File: config.mk
export PLATFORM = sky130hd
export DESIGN_NAME = lif_spike_encoder_flat
export DESIGN_NICKNAME = d
export VERILOG_FILES = /design/src/rtl/lif_pkg.sv /design/src/rtl/lif_spike_encoder_if.sv /design/src/rtl/lif_evt_fifo.sv /design/src/rtl/lif_spike_encoder.sv /design/src/flat_wrapper.sv
export SDC_FILE = /design/constraint.sdc
export NUM_CORES = 1
export LEC_CHECK = 0
export CORE_MARGIN = 1
export CORE_UTILIZATION = 45
export DETAILED_ROUTE_END_ITERATION = 10
export PLACE_DENSITY = 0.65
export SYNTH_ARGS = -nofsm -noshare
export SYNTH_HDL_FRONTEND = slang
export SYNTH_HIERARCHICAL = 1
export SYNTH_SLANG_ARGS = --single-unit
File: constraint.sdc
create_clock -name clk -period 3.39 [get_ports clk]
set_clock_uncertainty 0.05 [all_clocks]
set_input_delay 0.8475 -clock clk [delete_from_list [all_inputs] [get_ports clk]]
set_output_delay 0.8475 -clock clk [all_outputs]
set_load 0.005 [all_outputs]
File: src/rtl/lif_pkg.sv
// Shared constants and types for the LIF spike encoder.
// Event layout depends on LIF_EVT_STATE_EN (defined: {ts, state}; undefined: {ts}).
package lif_pkg;

    localparam int TS_W = 8;

    typedef enum logic [1:0] {
        IDLE    = 2'd0,
        BEAT_TS = 2'd1,
        BEAT_ST = 2'd2
    } evt_beat_e;

`ifdef LIF_EVT_STATE_EN
    typedef struct packed {
        logic [TS_W-1:0] ts;
        logic [7:0]      state;
    } lif_evt_t;
`else
    typedef struct packed {
        logic [TS_W-1:0] ts;
    } lif_evt_t;
`endif

endpackage

File: src/rtl/lif_spike_encoder_if.sv
// Byte stream carrying encoded spike packets to the readout logic.
interface lif_spike_encoder_if;
    logic [7:0] out_data;
    logic       out_valid;
    logic       out_ready;

    modport master (output out_data, output out_valid, input out_ready);
    modport slave  (input out_data, input out_valid, output out_ready);
endinterface

File: src/rtl/lif_evt_fifo.sv
// Register FIFO for spike events; a push into a full FIFO is accepted when a pop
// happens on the same edge.
module lif_evt_fifo
    import lif_pkg::*;
#(
    parameter int DEPTH = 4
) (
    input  logic     clk,
    input  logic     rst_n,
    input  logic     push,
    input  logic     pop,
    input  lif_evt_t din,
    output lif_evt_t dout,
    output logic     full,
    output logic     empty
);

    localparam int AW = (DEPTH > 1) ? $clog2(DEPTH) : 1;
    localparam int CW = $clog2(DEPTH + 1);
    localparam logic [CW-1:0] FULL_CNT = CW'(DEPTH);

    lif_evt_t      mem [DEPTH];
    logic [AW-1:0] wr_ptr;
    logic [AW-1:0] rd_ptr;
    logic [CW-1:0] count;
    logic [CW-1:0] count_d;
    logic          do_push;
    logic          do_pop;

    assign empty   = (count == '0);
    assign do_pop  = pop & ~empty;
    assign do_push = push & (~full | do_pop);
    assign dout    = mem[rd_ptr];

    always_comb begin
        count_d = count;
        case ({do_push, do_pop})
            2'b10:   count_d = count + CW'(1);
            2'b01:   count_d = count - CW'(1);
            default: count_d = count;
        endcase
    end

    always_ff @(posedge clk or negedge rst_n) begin
        if (!rst_n) begin
            wr_ptr <= '0;
            rd_ptr <= '0;
            count  <= '0;
            full   <= 1'b0;
        end else begin
            if (do_push) wr_ptr <= wr_ptr + AW'(1);
            if (do_pop)  rd_ptr <= rd_ptr + AW'(1);
            count <= count_d;
            full  <= (count_d == FULL_CNT);
        end
    end

    always_ff @(posedge clk) begin
        if (do_push) mem[wr_ptr] <= din;
    end

endmodule

File: src/rtl/lif_spike_encoder.sv
// Timestamps LIF spikes, queues them and streams them out as byte packets.
// LIF_EVT_STATE_EN adds the membrane-state byte as a second beat of each packet.
//
// state   | meaning
// IDLE    | no packet in the output register
// BEAT_TS | presenting the timestamp byte
// BEAT_ST | presenting the membrane-state byte
module lif_spike_encoder
    import lif_pkg::*;
#(
    parameter int DEPTH = 4
) (
    input  logic                       clk,
    input  logic                       rst_n,
    input  logic                       ena,
    input  logic                       spike_in,
    input  logic [7:0]                 state_in,
    input  logic                       ts_clr,
    lif_spike_encoder_if.master        evt_out,
    output logic                       fifo_full,
    output logic                       overflow
);

    logic [TS_W-1:0] ts;
    lif_evt_t        evt_in;
    lif_evt_t        head;
    lif_evt_t        pkt_q;
    lif_evt_t        pkt_d;
    evt_beat_e       state_q;
    evt_beat_e       state_d;
    logic            push;
    logic            pop;
    logic            empty;
    logic            next_pkt;

    always_ff @(posedge clk or negedge rst_n) begin
        if (!rst_n)      ts <= '0;
        else if (ts_clr) ts <= '0;
        else if (ena)    ts <= ts + TS_W'(1);
    end

    assign push = ena & spike_in;

`ifdef LIF_EVT_STATE_EN
    assign evt_in = '{ts: ts, state: state_in};
`else
    logic unused_state;
    assign unused_state = ^state_in;
    assign evt_in = '{ts: ts};
`endif

    lif_evt_fifo #(.DEPTH(DEPTH)) u_fifo (
        .clk   (clk),
        .rst_n (rst_n),
        .push  (push),
        .pop   (pop),
        .din   (evt_in),
        .dout  (head),
        .full  (fifo_full),
        .empty (empty)
    );

    // A drop only happens when the full FIFO is not being popped on the same edge.
    always_ff @(posedge clk or negedge rst_n) begin
        if (!rst_n)                           overflow <= 1'b0;
        else if (push && fifo_full && !pop)   overflow <= 1'b1;
    end

    always_ff @(posedge clk or negedge rst_n) begin
        if (!rst_n) begin
            state_q <= IDLE;
            pkt_q   <= '0;
        end else begin
            state_q <= state_d;
            pkt_q   <= pkt_d;
        end
    end

    always_comb begin
        state_d  = state_q;
        pkt_d    = pkt_q;
        pop      = 1'b0;
        next_pkt = 1'b0;
        case (state_q)
            IDLE:    next_pkt = 1'b1;
            BEAT_TS: if (evt_out.out_ready) begin
`ifdef LIF_EVT_STATE_EN
                state_d = BEAT_ST;
`else
                next_pkt = 1'b1;
`endif
            end
            BEAT_ST: if (evt_out.out_ready) next_pkt = 1'b1;
            default: state_d = IDLE;
        endcase
        // Loading the next head on the last accept keeps packets back-to-back.
        if (next_pkt) begin
            if (!empty) begin
                pop     = 1'b1;
                pkt_d   = head;
                state_d = BEAT_TS;
            end else begin
                state_d = IDLE;
            end
        end
    end

    assign evt_out.out_valid = (state_q != IDLE);

    always_comb begin
        evt_out.out_data = '0;
        case (state_q)
            BEAT_TS: evt_out.out_data = pkt_q.ts;
`ifdef LIF_EVT_STATE_EN
            BEAT_ST: evt_out.out_data = pkt_q.state;
`else
            BEAT_ST: evt_out.out_data = pkt_q.ts;
`endif
            default: evt_out.out_data = '0;
        endcase
    end

endmodule
File: src/flat_wrapper.sv
// flat-port wrapper written by rule: the top's interface ports become plain ports
module lif_spike_encoder_flat import lif_pkg::*;
#(
    parameter int DEPTH = 4
)
  (clk, rst_n, ena, spike_in, state_in, ts_clr, fifo_full, overflow, evt_out_out_data, evt_out_out_valid, evt_out_out_ready);
  lif_spike_encoder_if evt_out_i ();
  input  logic clk;
  input  logic rst_n;
  input  logic ena;
  input  logic spike_in;
  input  logic [7:0] state_in;
  input  logic ts_clr;
  output logic fifo_full;
  output logic overflow;
  output wire logic [$bits(evt_out_i.out_data)-1:0] evt_out_out_data;
  output wire logic [$bits(evt_out_i.out_valid)-1:0] evt_out_out_valid;
  input wire logic [$bits(evt_out_i.out_ready)-1:0] evt_out_out_ready;
  assign evt_out_out_data = evt_out_i.out_data;
  assign evt_out_out_valid = evt_out_i.out_valid;
  assign evt_out_i.out_ready = evt_out_out_ready;
  lif_spike_encoder #(.DEPTH(DEPTH)) u_core (.clk(clk), .rst_n(rst_n), .ena(ena), .spike_in(spike_in), .state_in(state_in), .ts_clr(ts_clr), .evt_out(evt_out_i), .fifo_full(fifo_full), .overflow(overflow));
endmodule
After elaboration in Yosys (flattened, before gate mapping)
Memories as Yosys holds them, arrays and structs flattened. A register that Yosys moved wholly into a read port is not among the register bits.
Index checks and enable logic that the tools add are counted.
{ "op_classes": {"n_eq_ne": 6, "n_mux": 13, "add_sub_neg": 5, "reduce_logical": 11, "n_bitwise": 6} }
{ "op_table": {"columns": ["operator", "count"], "rows": [
  ["$mux W8", 3],
  ["$add A8 B1 Y8 const B", 1],
  ["$mux W1", 6],
  ["$pmux W3 S2", 1],
  ["$add A2 B1 Y2 const B", 2],
  ["$eq A2 B1 Y1 const B", 2],
  ["$eq A2 B2 Y1 const B", 2],
  ["$mux W2", 2],
  ["$reduce_bool A2 Y1", 2],
  ["$add A3 B1 Y3 const B", 1],
  ["$and A1 B1 Y1", 3],
  ["$eq A3 B3 Y1 const B", 1],
  ["$logic_not A3 Y1", 1],
  ["$reduce_or A3 Y1", 1],
  ["$sub A3 B1 Y3 const B", 1],
  ["$logic_and A1 B1 Y1", 2],
  ["$logic_not A1 Y1", 2],
  ["$logic_not A2 Y1", 1],
  ["$ne A2 B1 Y1 const B", 1],
  ["$not A1 Y1", 2],
  ["$pmux W1 S2", 1],
  ["$reduce_and A2 Y1", 1],
  ["$reduce_or A2 Y1", 1],
  ["$or A1 B1 Y1", 1]
]} }
{ "totals": {"memories": 1, "output_inout_bits": 11, "mem_bits_rw": 32, "input_bits": 14, "regBits": 19} }
{ "memory_table": {"columns": ["memory", "words", "width", "rd", "rd_ports_with_merged_regs", "wr", "line", "rtl"], "rows": [
  ["u_core.u_fifo.mem", 4, 8, 1, 1, 1, "lif_evt_fifo.sv:22", "lif_evt_t mem [DEPTH];"]
]} }

Logic depth before layout (Yosys ltp)
Gate-level depths: netlist of run 1.
{ "depth": {"depth_word": 10, "ltp_mapped": 11, "depth_no_buf": 11} }

By module
Netlist of run 1, hierarchy kept.
{ "modules_own_cells": {"columns": ["mod", "area_per_inst_um2", "cells_each", "seq_area_each_um2", "instances"], "rows": [
  ["lif_evt_fifo", 1621.6, 82, 1161.1, 1],
  ["lif_spike_encoder", 842.1, 71, 450.4, 1]
]} }

Least setup slack after synthesis of run 1
OpenSTA, ideal clock, no wires.
{ "synth_timing": {"kind": "input -> register", "start": "input port evt_out_out_ready", "end": "register u_core.u_fifo.full", "cell_stages": 11, "n_path_buf": 0, "path_slack_ns": 0.575, "setup_ns": 0.094, "required_ns": 3.246, "t_arrival_ns": 2.671, "cell_sequence": "inv_1 a21oi_4 o31ai_4 a21boi_2 inv_1 ha_1 inv_1 fa_1 xor2_1 or3_1 a211oi_1"} }
{ "synth_via": {"elab_chain_cells": 9} }
{ "synth_lines": {"columns": ["element", "line", "rtl"], "rows": [
  ["start, declared", "flat_wrapper.sv:18", "input wire logic [$bits(evt_out_i.out_ready)-1:0] evt_out_out_ready;"],
  ["$mux W1 *", "lif_spike_encoder.sv:86, lif_spike_encoder.sv:93", null],
  ["$pmux W1 S2 *", "lif_spike_encoder.sv:84", "case (state_q)"],
  ["$mux W1 *", "lif_spike_encoder.sv:97", "if (next_pkt) begin"],
  ["via u_core.pop", "lif_spike_encoder.sv:32", "logic pop;"],
  ["$and A1 B1 Y1 *", "lif_evt_fifo.sv:31", "assign do_pop = pop & ~empty;"],
  ["$or A1 B1 Y1", "lif_evt_fifo.sv:32", "assign do_push = push & (~full | do_pop);"],
  ["$and A1 B1 Y1", "lif_evt_fifo.sv:32", null],
  ["$eq A2 B1 Y1 or $eq A2 B2 Y1 (tied branches)", "lif_evt_fifo.sv:37", "case ({do_push, do_pop})"],
  ["$pmux W3 S2 *", "lif_evt_fifo.sv:37", null],
  ["$eq A3 B3 Y1 *", "lif_evt_fifo.sv:54", "full <= (count_d == FULL_CNT);"],
  ["end signal, assigned", "lif_evt_fifo.sv:54", null],
  ["end, declared", "lif_evt_fifo.sv:14", "output logic full,"]
]} }
Mark *: on every way through the listed nets, which the timed path passes. The rest lies on a longest branch.
A chain may end at the register's enable or synchronous reset.

Final worst setup path of run 1
{ "layout_timing": {"start": "input port evt_out_out_ready", "end": "register u_core.u_fifo.full"} }
{ "layout_via": {"elab_chain_cells": 9} }
{ "layout_lines": {"columns": ["element", "line", "rtl"], "rows": [
  ["$mux W1 *", "lif_spike_encoder.sv:86, lif_spike_encoder.sv:93", null],
  ["$pmux W1 S2 *", "lif_spike_encoder.sv:84", null],
  ["$mux W1 *", "lif_spike_encoder.sv:97", null],
  ["via u_core.pop", "lif_spike_encoder.sv:32", null],
  ["$and A1 B1 Y1 *", "lif_evt_fifo.sv:31", null],
  ["via u_core.u_fifo.do_pop", "lif_evt_fifo.sv:28", "logic do_pop;"],
  ["$or A1 B1 Y1", "lif_evt_fifo.sv:32", null],
  ["$and A1 B1 Y1", "lif_evt_fifo.sv:32", null],
  ["$eq A2 B1 Y1 or $eq A2 B2 Y1 (tied branches)", "lif_evt_fifo.sv:37", null],
  ["$pmux W3 S2 *", "lif_evt_fifo.sv:37", null],
  ["$eq A3 B3 Y1 *", "lif_evt_fifo.sv:54", null]
]} }
Marked as above.

==> results of run 1 <==
## sequential cells by signal, indices dropped and copies added, names as in the netlist
name and count:
u_core/evt_in 8, u_core/overflow 1, u_core/pkt_q 8, u_core/state_q 1
u_core/u_fifo/count 3, u_core/u_fifo/full 1, u_core/u_fifo/mem 32, u_core/u_fifo/rd_ptr 2
u_core/u_fifo/wr_ptr 2
## layer usage
metal / part of all wire, % / vias up
li1: - / 604
met1: 45 / 648
met2: 50 / 21
met3: 2.7 / 10
met4: 2.3 / 0
met5: 0 / -
## how the worst max path moves through the flow
stage / start / to / cells after the start
final: evt_out_out_ready / u_core/u_fifo/full / 11
after global routing: evt_out_out_ready / u_core/u_fifo/full / 11
after CTS: evt_out_out_ready / u_core/u_fifo/full / 11
after detailed placement: evt_out_out_ready / u_core/u_fifo/full / 11
after global placement: evt_out_out_ready / u_core/u_fifo/full / 11
after floorplan: evt_out_out_ready / u_core/u_fifo/full / 11
## logic make-up after synthesis
kind of cell	after synthesis	synth area share (%)
simple gates	32	7.16
compound gates	14	5.28
fa+ha+maj	7	3.86
mux	19	12.4
flops	58	65.4
xor+xnor	9	3.20
buf+inv	14	2.69
## area by class of cell
class | instances | share of cell area, %
inverter | 9 | 1.18
clock inverter | 1 | 0.175
timing repair buffer | 20 | 6.65
tap | 70 | 3.06
multi-input combinational | 81 | 27.5
clock buffer | 15 | 5.12
sequential | 58 | 56.3
## stage by stage
| step | setup WS [ns] | cells | utilization (%) |
|---|---|---|---|
| floorplan | 0.575 | 153 | - |
| global placement | 0.149 | 238 | 52.0 |
| detailed placement | 0.00530 | 238 | 52.0 |
| CTS | 0.356 | 254 | 55.0 |
| global route | 0.235 | 254 | 55.0 |
| finish | 0.343 | 254 | 55.0 |
## layout by cell type, fill, tap and decap left out, drive strengths merged, types with 5 or more instances in the layout
cell and instances:
mux4 8, inv 9, mux2 9, clkbuf 15
ha 6, xnor2 5, nand2 5, o21ai 5
dfrtp 26, and2 13, edfxtp 32, nor2 5
clkdlybuf4s50 16
## critical path, delay by kind of cell
| kind | cells | cell delay, ns |
|---|---|---|
| fa+ha+maj | 2 | 0.56 |
| compound gates | 3 | 0.60 |
| buf+inv | 4 | 0.68 |
| xor+xnor | 1 | 0.16 |
| simple gates | 1 | 0.34 |
## power groups by stage
stage,Clock [mW],Sequential (mW),Combinational [mW]
2_1_floorplan,0,0.966,0.486
3_3_place_gp,0,1.04,0.619
3_5_place_dp,0,1.05,0.646
4_1_cts,0.518,1.04,0.650
5_1_grt,0.549,1.06,0.701
6_report,0.506,1.03,0.641
==> reports/qor.yml, run 1 <==
outcome: "finished clean"
drc: 0
ys_seq_elements: 58
maxCapViolCount: 0
p_switching_mw: 0.627
hold_path_class: "flop to flop"
insertedDiodeCount: 0
setup-violations-final: 0
p_leak_nw: 1.08
ff_latch_area_sq_um: 1610
num_rows: 26
crit_slowest_cell: "clkdlybuf4s50_1"
nets: 200
start_kind: "input pin"
finalSetupTns_ns: 0
placed_area_sq_um: 2710
gr-usage-met3_pct: 3.71
fmax_ghz: 0.328
swShare_pct: 28.8
setup.worst_path.class: "input pin to flop"
power_mw: 2.18
numCtsBuffers: 9
grt-ovfl-total: 0
internal_power_mw: 1.55
grtUsageMet2_pct: 24.3
design_area_sq_um: 2860
cts.path.max_buffers: 2
whs_ns: 0.435
arrival_ns: 3.20
synth_flop_cell: "edfxtp_1"
post_cts_buffers: 0
grt_pass1_vias: 1367
drv_slew: 0
die_y_microns: 76.0
hold_violations: 0
grt_max_degree: 27
cts_resized: 0
synth_common_cells: "edfxtp_1 (32), dfrtp_1 (26), and2_1 (9), inv_1 (9)"
netlist_area_sq_um: 2460
hold_end: "u_core/overflow"
p_comb_share_pct: 29.4
synthArstFlopShare_pct: 44.8
clockRootBuffer: "clkbuf_8"
worst_r2r_path_depth: 11
power_frac_seq_pct: 47.4
path_clk_slew_ns: 0.06
synth_edf_count: 32
cts_sinks: 58
path_cells: "clkdlybuf4s50_1 > inv_1 > a21oi_4 > o31ai_4 > inv_1 > ha_1 > inv_1 > fa_1 > xor2_1 > or3_1 > a211oi_1"
antenna_found_initial: 0
core_sq_um: 5200
fin_crit_ns: 3.05
synth_warnings: 6
worstReg2RegStart: "u_core/u_fifo/count[0]"
dr.pass1.iters: 4
start_util_pct: 47.3
die_w_microns: 76.0
portBuffers: 16
synthMostInstantiatedCell: "edfxtp_1"
dieArea_sq_um: 5770
use_met1_pct: 19.1
worst_r2r_endpoint: "u_core/u_fifo/full"
max-slew-margin-rel_pct: 60.3
top_usage_layer: "met2"
drtIter0Drc: 32
clk_latency_ns: 0.32
wl_per_cell_microns: 14.9
end_kind: "flop"
cp_max_fo: 3
rsz0062_at_grt: "false"
yosys.area.top_type: "edfxtp_1"
crit_required_ns: 3.54
min_from: "u_core/overflow"
ant_nets: 0
wirelength_microns: 3790
cpMostUsedCell: "inv_1"
ys_top_cells_by_area: "edfxtp_1 (39%), dfrtp_1 (26%), mux4_2 (7.3%)"
final_layout_size_suffix_gt1_share_pct: 21.2
htreeDepth: 3
syn_nets: 174
worst_slew_pin_slew_ns: 0.595
dr_total_vias: 1283
fillCellCount: 434
finalCritPeriodShare_pct: 89.9
place_hpwl_microns: 2600
power.density_nw_per_um2: 762
multi_input_area_sq_um: 786
yosysUniqueCellTypes: 31
ir_drop_mv: 0.241
cp_slowest_stage_delay_ns: 0.47
grt_pass1_wl_microns: 6530
grt_use_total_pct: 15.6
vias_per_cell: 5.05
area_growth_pct: 16.1
clockPowerShare_pct: 23.2
syn_avg_cell_area_sq_um: 16.1
holdPathStages: 1
r2r_slack_ns: 0.59
gp_congestion: 0.694
ys_seq_area_share_pct: 65.4
holdBufCountCts: 0
io_pins: 25
netlist_instances: 153
synth_top_area_share_pct: 39.0
tritoncts: "built"
(Power assumes the default switching activity.)
==> run 2, diff against run 1 <==
--- a/config.mk
+++ b/config.mk
@@ -8,7 +8,9 @@
 export CORE_MARGIN = 1
 export CORE_UTILIZATION = 45
 export DETAILED_ROUTE_END_ITERATION = 10
-export PLACE_DENSITY = 0.65
+export DONT_BUFFER_PORTS = 1
+export GPL_TIMING_DRIVEN = 0
+export PLACE_DENSITY = 0.59
 export SYNTH_ARGS = -nofsm -noshare
 export SYNTH_HDL_FRONTEND = slang
 export SYNTH_HIERARCHICAL = 1
==> run 2 against run 1 <==
Against the previous run:
- sequential share of layout area is 2.7 points higher
- cell count is 5.9% lower
- highest routed layer unchanged
- critical endpoint unchanged
- non-clock buffer count is 15 lower
- combinational power is 11% lower
- cell area is 4.5% lower
- power is 2.6% lower
- critical path type is now flop to flop
- wire length is 0.50% lower
- sequential cell count stayed put
- worst hold slack worse by 0.27 ns
- largest power group unchanged
- critical path depth stayed put
- first-iteration DRC count grew to 3.8 times the previous value
- die area stayed put
- largest cell class unchanged
==> reports/qor.yml, run 2 (synthesis gave the netlist of run 1 again) <==
start_kind: "flop"
setup.worst_path.class: "flop to flop"
holdBufCountCts: 0
numCtsBuffers: 9
rsz0062_at_grt: "false"
clockRootBuffer: "clkbuf_8"
htreeDepth: 3
drv_slew: 0
dr.pass1.iters: 4
p_leak_nw: 1.03
insertedDiodeCount: 0
power.density_nw_per_um2: 777
max-slew-margin-rel_pct: 63.0
start_util_pct: 47.3
die_w_microns: 76.0
tritoncts: "built"
cts.path.max_buffers: 2
multi_input_area_sq_um: 786
grt_max_degree: 27
drtIter0Drc: 122
die_y_microns: 76.0
worstReg2RegStart: "u_core/u_fifo/count[0]"
utilization_pct: 52.5
grt_pass1_vias: 1314
place_hpwl_microns: 2650
antenna_found_initial: 0
r2r_slack_ns: 0.49
worst_r2r_endpoint: "u_core/u_fifo/full"
worst_slew_pin_slew_ns: 0.555
finalSetupTns_ns: 0
grt-ovfl-total: 0
top_register: "u_core/u_fifo/mem"
io_pins: 25
hold_path_class: "input pin to asynchronous set/reset pin"
outcome: "finished clean"
ant_nets: 0
cts_resized: 0
clk_latency_ns: 0.32
core_sq_um: 5200
fillCellCount: 447
grt_pass1_wl_microns: 6570
final_layout_size_suffix_gt1_share_pct: 24.3
crit_required_ns: 3.55
maxCapViolCount: 0
path_clk_slew_ns: 0.06
area_growth_pct: 10.8
cp_max_fo: 10
final_cell_mix: "edfxtp_1 (32), dfrtp_1 (26), clkbuf_8 (9), and2_1 (9), inv_1 (9)"
finalCritPeriodShare_pct: 85.5
nets: 185
gp_congestion: 0.696
hold_violations: 0
fin_crit_ns: 2.90
fmax_ghz: 0.345
ir_drop_mv: 0.329
ff_latch_area_sq_um: 1610
wirelength_microns: 3770
portBuffers: 0
end_kind: "flop"
worst_r2r_path_depth: 11
post_cts_buffers: 0
num_rows: 26
grt_use_total_pct: 15.8
largest_reg_flops: 32
layout_commonest_cell: "edfxtp_1"
drc: 0
arrival_ns: 3.06
cts_sinks: 58
wl_per_cell_microns: 15.8
dieArea_sq_um: 5770
setup-violations-final: 0
vias_per_cell: 5.22
dr_total_vias: 1247
[run 2: worst max path at each step]
stage	start	endpoint	slack, ns	cells after the start
2_1_floorplan	evt_out_out_ready	u_core/u_fifo/full	0.58	11
3_3_place_gp	evt_out_out_ready	u_core/u_fifo/full	0.36	11
3_5_place_dp	evt_out_out_ready	u_core/u_fifo/full	0.30	11
4_1_cts	u_core/u_fifo/count[0]	u_core/u_fifo/full	0.47	11
5_1_grt	u_core/u_fifo/count[0]	u_core/u_fifo/full	0.30	11
6_report	u_core/u_fifo/count[0]	u_core/u_fifo/full	0.49	11
[run 2: per-stage QoR]
stage | cells | area (sq um) | power (mW) | hold slack, ns | setup WS [ns]
2_1_floorplan | 153 | 2460 | 1.45 | 0.418 | 0.575
3_3_place_gp | 223 | 2550 | 1.54 | 0.433 | 0.359
3_5_place_dp | 223 | 2550 | 1.58 | 0.441 | 0.301
4_1_cts | 239 | 2730 | 2.16 | 0.147 | 0.469
5_1_grt | 239 | 2730 | 2.26 | 0.138 | 0.303
6_report | 239 | 2730 | 2.12 | 0.169 | 0.493
[run 2: metal layers]
metal  vias to the layer above  GRT usage, %  wire [microns]
li1                        575             -               -
met1                       638          19.8            1680
met2                        30          24.3            1890
met3                         4          5.51             157
met4                         0          8.08              46
met5                         -             0               0
[run 2: cell type report]
| type | instances | share of cell area [%] |
|---|---|---|
| multi-input combinational | 81 | 28.8 |
| clock buffer | 13 | 5.09 |
| sequential | 58 | 59.0 |
| buffer | 5 | 1.19 |
| tap | 70 | 3.21 |
| inverter | 9 | 1.24 |
| clock inverter | 3 | 1.47 |
[run 2: power breakdown]
group          internal (mW)  switching, mW  total, mW
registers              0.892         0.0825      0.974
clock network          0.338          0.237      0.575
logic                  0.291          0.281      0.572
total                   1.52          0.601       2.12
[run 2: critical path, stage by stage, from the launching register on]
cell      delay (ns)
dfrtp_1         0.44
nor3_1          0.43
a21oi_4         0.14
o31ai_4         0.12
a21boi_2        0.17
inv_1           0.08
ha_1            0.17
inv_1           0.06
fa_1            0.37
xor2_1          0.15
or3_1           0.34
a211oi_1        0.28
==> run 3, diff against run 2 <==
==> constraint.sdc (replaced) <==
create_clock -name clk -period 3.39 [get_ports clk]
set_clock_uncertainty 0.05 [all_clocks]
set_input_delay 0.678 -clock clk [delete_from_list [all_inputs] [get_ports clk]]
set_output_delay 0.678 -clock clk [all_outputs]
set_load 0.005 [all_outputs]
==> run 3 against run 2 <==
Against the previous run:
- clock-buffer cell count unchanged
- sequential share of layout area shrank 0.43 points
- power rose by 0.38%
- critical endpoint unchanged
- maximum frequency hardly changed
- sequential power hardly changed
- sequential cell count is the same
- critical path type unchanged
- first-iteration DRC count decreased by 14%
==> reports/qor.yml, run 3 (synthesis gave the netlist of run 1 again) <==
setup.worst_path.class: "flop to flop"
vias_per_cell: 5.18
grt_max_degree: 27
num_rows: 26
numCtsBuffers: 9
setup-violations-final: 0
crit_family: "simple AND/OR/NAND/NOR gates"
cts_sinks: 58
insertedDiodeCount: 0
cp-startpoint: "u_core/u_fifo/count[0]"
drtIter0Drc: 105
tritoncts: "built"
whs_ns: 0.118
clk_latency_ns: 0.32
htreeDepth: 3
ir_drop_mv: 0.329
start_kind: "flop"
place_hpwl_microns: 2650
dr_total_vias: 1242
fin_crit_ns: 2.90
worst_r2r_path_depth: 11
crit_required_ns: 3.55
cp_slowest_stage_delay_ns: 0.44
worstReg2RegStart: "u_core/u_fifo/count[0]"
cp-endpoint: "u_core/u_fifo/full"
power_mw: 2.13
end_kind: "flop"
path_clk_slew_ns: 0.06
grt_pass1_wl_microns: 6580
dpl_worst_slack_ns: 0.471
start_util_pct: 47.3
r2r_slack_ns: 0.49
post_cts_buffers: 0
nets: 186
outcome: "finished clean"
area_growth_pct: 11.6
top_register: "u_core/u_fifo/mem"
wl_per_cell_microns: 15.8
p_leak_nw: 1.04
power.density_nw_per_um2: 774
hold_path_class: "input pin to asynchronous set/reset pin"
placed_area_sq_um: 2550
grt_use_total_pct: 15.8
cts.path.max_buffers: 2
rsz0062_at_grt: "false"
dieArea_sq_um: 5770
design_area_sq_um: 2750
fin_ws_ns: 0.492
cp.depth: 11
hold_violations: 0
worst_slew_pin_slew_ns: 0.555
clockRootBuffer: "clkbuf_8"
worst_r2r_endpoint: "u_core/u_fifo/full"
finalSetupTns_ns: 0
path_cells: "nor3_1 > a21oi_4 > o31ai_4 > a21boi_2 > inv_1 > ha_1 > inv_1 > fa_1 > xor2_1 > or3_1 > a211oi_1"
largest_reg_flops: 32
wirelength_microns: 3790
drv_slew: 0
arrival_ns: 3.06
antenna_found_initial: 0
grt-ovfl-total: 0
layout_commonest_cell: "edfxtp_1"
fmax_ghz: 0.345
crit_slowest_cell: "dfrtp_1"
gp_congestion: 0.696
cts_resized: 0
die_w_microns: 76.0
max-slew-margin-rel_pct: 63.0
maxCapViolCount: 0
grt_pass1_vias: 1318
dr.pass1.iters: 4
final_cell_mix: "edfxtp_1 (32), dfrtp_1 (26), clkbuf_8 (9), and2_1 (9), inv_1 (9)"
drc: 0
crit_buf_inv: 2
fillCellCount: 445
finalCritPeriodShare_pct: 85.5
ant_nets: 0
core_sq_um: 5200
portBuffers: 0
io_pins: 25
cpMostUsedCell: "inv_1"
die_y_microns: 76.0
final_layout_size_suffix_gt1_share_pct: 24.7
cp_max_fo: 10
run 3: cell count changes in the layout (fill, tap and decap cells not counted), sizes merged:
| cell | delta |
|---|---|
| buf | +1 |
run 3: where the power goes:
part / switching, mW / internal, mW / leakage, nW
combinational: 0.287 / 0.294 / 0.335
clock: 0.237 / 0.338 / 0.0914
sequential: 0.0823 / 0.892 / 0.617
total: 0.606 / 1.52 / 1.04
run 3: area by class of cell:
class / instances / area, sq um / share of cell area (%)
Buffer: 5 / 32.5 / 1.18
Inverter: 9 / 33.8 / 1.23
Timing Repair Buffer: 1 / 20.0 / 0.728
Multi-Input combinational cell: 81 / 786 / 28.6
Sequential cell: 58 / 1610 / 58.6
Clock inverter: 3 / 40.0 / 1.46
Clock buffer: 13 / 139 / 5.05
Tap cell: 70 / 87.6 / 3.18
run 3: worst min path at each step:
stage / start / end
floorplan: rst_n / u_core/evt_in[0]
global placement: rst_n / u_core/pkt_q[3]
detailed placement: rst_n / u_core/pkt_q[3]
CTS: rst_n / u_core/pkt_q[3]
global route: rst_n / u_core/pkt_q[3]
finish: rst_n / u_core/pkt_q[3]
run 3: metrics by stage:
| step | instances | util [%] |
|---|---|---|
| after detailed placement | 223 | 49.0 |
| final | 240 | 52.8 |
| after floorplan | 153 | - |
| after global placement | 223 | 49.0 |
| after CTS | 240 | 52.8 |
| after global routing | 240 | 52.8 |
run 3: timing repair:
item	CTS	global route
hold endpoints to repair	26	0
endpoints found under the setup margin	0	0
hold buffers	1	0
run 3: worst reg2reg max path, cell delays in order (launching register included):
cell	delay (ns)
dfrtp_1	0.44
nor3_1	0.43
a21oi_4	0.14
o31ai_4	0.12
a21boi_2	0.17
inv_1	0.08
ha_1	0.17
inv_1	0.06
fa_1	0.37
xor2_1	0.15
or3_1	0.34
a211oi_1	0.28
run 3: metal layers:
metal | up-vias | GRT usage [%] | wire [microns]
met5 | - | 0 | 0
met4 | 0 | 8.08 | 46
met3 | 4 | 5.51 | 151
met2 | 26 | 24.3 | 1880
met1 | 635 | 19.9 | 1710
li1 | 577 | - | -
